[src/rtl/adder_accumulator_nbit.sv]
// Packet accumulator: sums a valid/ready stream of N-bit operands and
// presents total, sticky carry flag and saturating beat count.
//
// full_adder_nbit ports:
//   a, b [N-1:0] operands   cin carry-in
//   sum  [N-1:0] a+b+cin    cout carry-out
//
// adder_accumulator_nbit ports:
//   clk, rst (sync, active-high)
//   in_valid/in_ready/in_data[N]/in_last     operand stream
//   out_valid/out_ready                      result handshake
//   out_sum[N]/out_ovf/out_count[CNT_W]      packet result

module full_adder_nbit #(
  parameter int N = 8
) (
  input  logic [N-1:0] a,
  input  logic [N-1:0] b,
  input  logic         cin,
  output logic [N-1:0] sum,
  output logic         cout
);

  logic [N:0] full;

  assign full = {1'b0, a} + {1'b0, b} + {{N{1'b0}}, cin};
  assign sum  = full[N-1:0];
  assign cout = full[N];

endmodule

module adder_accumulator_nbit #(
  parameter int N     = 8,
  parameter int CNT_W = 4
) (
  input  logic             clk,
  input  logic             rst,
  input  logic             in_valid,
  output logic             in_ready,
  input  logic [N-1:0]     in_data,
  input  logic             in_last,
  output logic             out_valid,
  input  logic             out_ready,
  output logic [N-1:0]     out_sum,
  output logic             out_ovf,
  output logic [CNT_W-1:0] out_count
);

  typedef enum logic [1:0] {
    IDLE  = 2'd0,
    ACCUM = 2'd1,
    HOLD  = 2'd2
  } state_t;

  localparam logic [CNT_W-1:0] CNT_ONE = {{(CNT_W-1){1'b0}}, 1'b1};
  localparam logic [CNT_W-1:0] CNT_MAX = {CNT_W{1'b1}};

  state_t           state;
  logic [N-1:0]     acc;
  logic             ovf;
  logic [CNT_W-1:0] count;
  logic             rdy_q;
  logic             vld_q;

  logic [N-1:0]     add_sum;
  logic             add_cout;
  logic             in_xfer;
  logic             out_xfer;

  full_adder_nbit #(.N(N)) u_add (
    .a    (acc),
    .b    (in_data),
    .cin  (1'b0),
    .sum  (add_sum),
    .cout (add_cout)
  );

  assign in_xfer  = in_valid && rdy_q;
  assign out_xfer = vld_q && out_ready;

  always_ff @(posedge clk) begin
    if (rst) begin
      state <= IDLE;
      acc   <= '0;
      ovf   <= 1'b0;
      count <= '0;
      rdy_q <= 1'b1;
      vld_q <= 1'b0;
    end else begin
      unique case (state)
        IDLE: begin
          if (in_xfer) begin
            // first beat loads the operand directly
            acc   <= in_data;
            ovf   <= 1'b0;
            count <= CNT_ONE;
            if (in_last) begin
              state <= HOLD;
              rdy_q <= 1'b0;
              vld_q <= 1'b1;
            end else begin
              state <= ACCUM;
            end
          end
        end
        ACCUM: begin
          if (in_xfer) begin
            acc   <= add_sum;
            ovf   <= ovf | add_cout;
            count <= (count == CNT_MAX) ? count : count + CNT_ONE;
            if (in_last) begin
              state <= HOLD;
              rdy_q <= 1'b0;
              vld_q <= 1'b1;
            end
          end
        end
        HOLD: begin
          // no bypass: in_ready rises only the cycle after the handshake
          if (out_xfer) begin
            state <= IDLE;
            acc   <= '0;
            ovf   <= 1'b0;
            count <= '0;
            rdy_q <= 1'b1;
            vld_q <= 1'b0;
          end
        end
        default: begin
          state <= IDLE;
          rdy_q <= 1'b1;
          vld_q <= 1'b0;
        end
      endcase
    end
  end

  assign in_ready  = rdy_q;
  assign out_valid = vld_q;
  assign out_sum   = acc;
  assign out_ovf   = ovf;
  assign out_count = count;

endmodule

[config.mk]
export PLATFORM = sky130hd
export DESIGN_NAME = adder_accumulator_nbit
export DESIGN_NICKNAME = d
export VERILOG_FILES = /design/src/rtl/adder_accumulator_nbit.sv
export SDC_FILE = /design/constraint.sdc
export NUM_CORES = 1
export LEC_CHECK = 0
export ABC_AREA = 1
export CAP_MARGIN = 25
export CORE_ASPECT_RATIO = 0.6
export CORE_MARGIN = 3
export CORE_UTILIZATION = 50
export CTS_BUF_LIST = sky130_fd_sc_hd__clkbuf_16
export DETAILED_ROUTE_END_ITERATION = 16
export GPL_TIMING_DRIVEN = 0
export PLACE_DENSITY_LB_ADDON = 0.1
export SETUP_SLACK_MARGIN = 0.02
export SYNTH_ARGS = -nofsm -noshare
export SYNTH_HDL_FRONTEND = slang
export SYNTH_SLANG_ARGS = --single-unit
export TNS_END_PERCENT = 10
[constraint.sdc]
create_clock -name clk -period 1.8 [get_ports clk]
set_clock_uncertainty 0.05 [all_clocks]
set_input_delay 0.18 -clock clk [delete_from_list [all_inputs] [get_ports clk]]
set_output_delay 0.18 -clock clk [all_outputs]
set_load 0.02 [all_outputs]
After elaboration in Yosys (flattened, before gate mapping)
Index checks and enable logic that the tools add are counted.
{"block": "totals", "reg_bits": 17, "inputBits": 13, "output_inout_bits": 15, "word_cells": 54}
{"block": "classes", "n_addsub": 2, "n_eq_ne": 10, "muxes": 26, "bitwise_logic": 1, "reduce_logical": 9}
{"operator": "2-to-1 mux 8 bit", "n": 3}
{"operator": "case mux 8 bit (3 select lines)", "n": 1}
{"operator": "2-to-1 mux 4 bit", "n": 4}
{"operator": "case mux 4 bit (3 select lines)", "n": 1}
{"operator": "2-to-1 mux 2 bit", "n": 5}
{"operator": "!= test 2 bit (second input constant)", "n": 5}
{"operator": "adder 8 x 8 -> 9 bit", "n": 1}
{"operator": "2-to-1 mux 1 bit", "n": 8}
{"operator": "AND reduction 4 bit", "n": 2}
{"operator": "case mux 2 bit (3 select lines)", "n": 1}
{"operator": "AND reduction 5 bit", "n": 1}
{"operator": "adder 4 x 1 -> 4 bit (second input constant)", "n": 1}
{"operator": "== test 4 bit (second input constant)", "n": 1}
{"operator": "!= test 2 x 1 -> 1 bit (second input constant)", "n": 2}
{"operator": "case mux 1 bit (2 select lines)", "n": 2}
{"operator": "case mux 1 bit (3 select lines)", "n": 1}
{"operator": "AND reduction 3 bit", "n": 1}
{"operator": "nonzero test 3 bit", "n": 1}
{"operator": "== test 2 x 1 -> 1 bit (second input constant)", "n": 1}
{"operator": "== test 2 bit (second input constant)", "n": 1}
{"operator": "logical AND 1 bit", "n": 2}
{"operator": "logical NOT 2 bit", "n": 1}
{"operator": "OR reduction 2 bit", "n": 1}
{"operator": "bitwise OR 1 bit", "n": 1}

Longest topological paths before layout
{"block": "logic_depth", "depth_word": 4, "ltp_mapped": 11, "mapped_depth_nobuf": 11}

Cells and area by module
A second synthesis with hierarchy kept.
{"block": "unflattened", "cells_unflattened": 213, "hier_area_um2": 1430.1}
{"mod": "adder_accumulator_nbit", "instances": 1, "cells_each": 154, "area_per_inst_um2": 1046.0, "seq_area_each_um2": 340.3}
{"mod": "full_adder_nbit", "instances": 1, "cells_each": 59, "area_per_inst_um2": 384.1, "seq_area_each_um2": 0.0}

Worst setup path after synthesis
Ideal clock, no wire load.
{"block": "synth_path", "path_kind": "reg2reg", "startpoint": "reg acc[0], in the netlist out_sum[0]", "endpoint": "reg acc[4], in the netlist out_sum[4]", "setup_time_ns": 0.070, "t_arrival_ns": 1.590, "required_ns": 1.680, "path_slack_ns": 0.090, "stages_incl_launch_ff": 11, "n_path_buf": 0, "period_less_slack_ns": 1.710, "cell_sequence": "dfxtp_1 ha_1 inv_1 fa_1 inv_1 nand2_1 nand2_1 and2_1 or2_1 nand3_1 a21oi_1"}
{"block": "synth_between", "elab_chain_len": 3}
{"element": "from (decl)", "line_no": "59", "source": "logic [N-1:0] acc;"}
{"element": "from (signal assigned)", "line_no": "94", "source": "acc <= in_data;"}
{"element": "from (signal assigned)", "line_no": "108", "source": "acc <= add_sum;"}
{"element": "adder 8 x 8 -> 9 bit", "line_no": "26", "source": "assign full = {1'b0, a} + {1'b0, b} + {{N{1'b0}}, cin};"}
{"element": "2-to-1 mux 8 bit", "line_no": "107", "source": "if (in_xfer) begin"}
{"element": "case mux 8 bit (3 select lines)", "line_no": "90", "source": "unique case (state)"}
Every way passes these cells. The select of a mux whose other input is x is not followed.
A chain may end at the register's enable or synchronous reset.

Final worst setup path
{"block": "layout_path", "startpoint": "reg state[1]", "endpoint": "reg acc[1], in the netlist out_sum[1]"}
{"block": "layout_between", "elab_chain_len": 3, "elab_cells_between_ends": 9, "classes_between": "eq/ne (5); mux (1); reduce/logical (3)"}
{"element": "from (decl)", "line_no": "58", "source": "state_t state;"}
{"element": "from (signal assigned)", "line_no": "83", "source": "state <= IDLE;"}
{"element": "from (signal assigned)", "line_no": "98", "source": "state <= HOLD;"}
{"element": "from (signal assigned)", "line_no": "102", "source": "state <= ACCUM;"}
{"element": "== test 2 bit, or another cell as far along", "line_no": "90"}
{"element": "!= test 2 bit (no line) / nonzero test 3 bit (equally long branches)"}
{"element": "AND reduction 4 bit (no line)"}
Several ways; a longest one is shown, not always the timed one.

==> results.cfg <==
[power_and_ir_drop]
p_int_w = 0.00140
netSwitchingFraction = 0.452
p_seq_frac = 0.228
power.switching_w = 0.00115
powerDensity_nw_per_um2 = 1530
max-vdd-ir-drop_mv = 0.953
p_leak_nw = 0.769
power_frac_clock = 0.175
power_frac_comb = 0.596

[sta]
fin_crit_sh = 0.943
slew_headroom = 0.820
timing.hold.ws_ps = 335
slew_violations = 0
fin_crit_ps = 1700
rsz0062_at_grt = true
fmax_mhz = 589
setup_tns_ps = 0
final-setup-viol-count = 0
hold_viol = 0
tightest_slew_ps = 269

[place]
dp_hpwl_um = 2380
place_congestion = 0.943
postPlaceCellArea_um2 = 1560
portBuffers = 27
dp_cells = 240

[grt]
grt_max_degree = 11
grt_usage = 0.206
antenna_found_initial = 0
grt_pass1_vias = 1150
grt_pass1_wl_um = 5110
overflow = 0

[setup_path]
endpoint_kind = register
crit_fanout = 10
worst_setup_path_start_kind = register
cp.required_ps = 1880
critPathArrivalTime_ps = 1780
r2r_start = state[1]
crit_type = register to register
regToRegSetupSlack_ps = 100
startpoint = state[1]

[floorplanning]
die-area_um2 = 3150
start_util = 0.552
die_w_um = 70.5
row_count = 13
io_pins = 28
core-area_um2 = 2260
die_h_um = 44.7

[yosys]
ys.flop_type = dfxtp_1
synth-edff-count = 0
synthDistinctLibCells = 29
async_flop_share = 0
synth_most_common_cell = nand2_1
synthesis.area_um2 = 1250
synthCells = 183
synth_area_leaders = dfxtp_1 27%, ha_1 13%, nand2_1 12%
postSynthAreaPerCell_um2 = 6.82
postSynthNetCount = 210
yosysTopAreaCellShare = 0.273
ys_seq_area_frac = 0.273
yosys_warnings = 0
yosys.area.top_type = dfxtp_1
synth_seq_cells = 17
synth_commonest_cells = 41 x nand2_1, 25 x inv_1, 21 x a21oi_1, 17 x dfxtp_1, 15 x o21ai_0

[clock_network]
cts_htree_levels = 1
cts_sinks = 17
cts_buffer_depth = 2
cts_tree = built
clk_pin_slew_ps = 50
clk_latency_ps = 250
cts_root_buffer = clkbuf_16
cts-buffers-inserted = 3

[route]
drt-initial-drc-count = 124
post_drt_via_cell_ratio = 5.34
ant_nets = 0
via_count = 1308
avgRoutedWirePerCell_um = 13.3
drt_pass1_iterations = 4
drc = 0
routed_wirelength_um = 3250

[flow_run]
drv_cap = 0

[hold_path]
hold_class = primary input to register
worstHoldStart = in_data[0]

[finish]
diodes = 0
drive_above_1_share = 0.135
finalNonFillerCells = 245
stdcell_area_um2 = 1660
syn2layout_area_growth_pct = 33.3
nNetsFinal = 243

[run_status]
status = completed
-- metal layers --
metal	global-route usage	vias up	routed length, um
met5	0	-	0
met4	0.0534	0	19
met3	0.0711	4	274
met2	0.329	48	1440
met1	0.271	595	1520
li1	-	661	-
-- placed cells by master (no fill, tap or decap), types with 5 or more instances in the layout --
cell type,netlist,final
clkdlybuf4s50_1,0,26
nand3_1,10,9
o21ai_0,15,14
dfxtp_1,17,16
ha_1,13,11
nand2_1,41,40
a21oi_1,21,21
nor2_1,9,9
inv_2,4,5
inv_1,25,25
-- sequential cells by signal, summed over array words and instances, names as in the netlist --
| signal | cells |
|---|---|
| in_ready | 1 |
| out_count | 4 |
| out_ovf | 1 |
| out_sum | 8 |
| out_valid | 1 |
| state | 2 |
-- worst max-delay path, cell delays in order, from the launching register on --
cell	delay [ps]
dfxtp_1	380
inv_1	80
ha_2	240
nor2_4	170
nand2_2	100
nand2_4	110
nand2_4	60
buf_6	140
o21ai_1	170
a21oi_1	70
-- stage by stage --
| stage | worst slack (ps) | total power [W] | util |
|---|---|---|---|
| floorplan | 90.3 | 0.00158 | - |
| global placement | -196 | 0.00198 | 0.688 |
| detailed placement | -256 | 0.00204 | 0.688 |
| CTS | 19.8 | 0.00250 | 0.726 |
| global route | 5.35 | 0.00273 | 0.736 |
| finish | 102 | 0.00255 | 0.736 |
-- logic make-up (layout without fill, tap and decap cells) --
kind of cell             Yosys count  in the layout  share of synthesized area
AND/OR/NAND/NOR                   78             78                      0.297
AO/OA/AOI/OAI                     43             43                      0.184
buffers and inverters             31             63                      0.100
flip-flops                        17             17                      0.273
adder cells (fa/ha/maj)           14             14                      0.146
-- area by class of cell --
cell class / count / area (um^2)
multi-input combinational: 135 / 801
fill: 164 / 597
clock inverter: 1 / 3.75
sequential: 17 / 342
timing repair buffer: 28 / 280
clock buffer: 3 / 75.1
tap: 30 / 37.5
buffer: 2 / 16.3
inverter: 29 / 109
-- timing repair --
action	in CTS	in global routing
hold buffers	0	0
pin swaps	0	4
gates resized for setup	2	8
setup buffers	0	1
setup endpoints to repair	2	4
-- final timing paths --
path	depth (start not counted)	to
hold reg to reg	2	out_ovf
hold / removal	4	out_sum[0]
setup reg to reg	9	out_sum[1]
setup / recovery	9	out_sum[1]
-- power by group through the flow --
stage / sequential, W / combinational [W] / clock [W]
finish: 0.000583 / 0.00152 / 0.000448
global route: 0.000602 / 0.00167 / 0.000465
CTS: 0.000579 / 0.00147 / 0.000449
detailed placement: 0.000587 / 0.00145 / 0
global placement: 0.000578 / 0.00140 / 0
floorplan: 0.000697 / 0.000886 / 0
(Power assumes the default switching activity.)
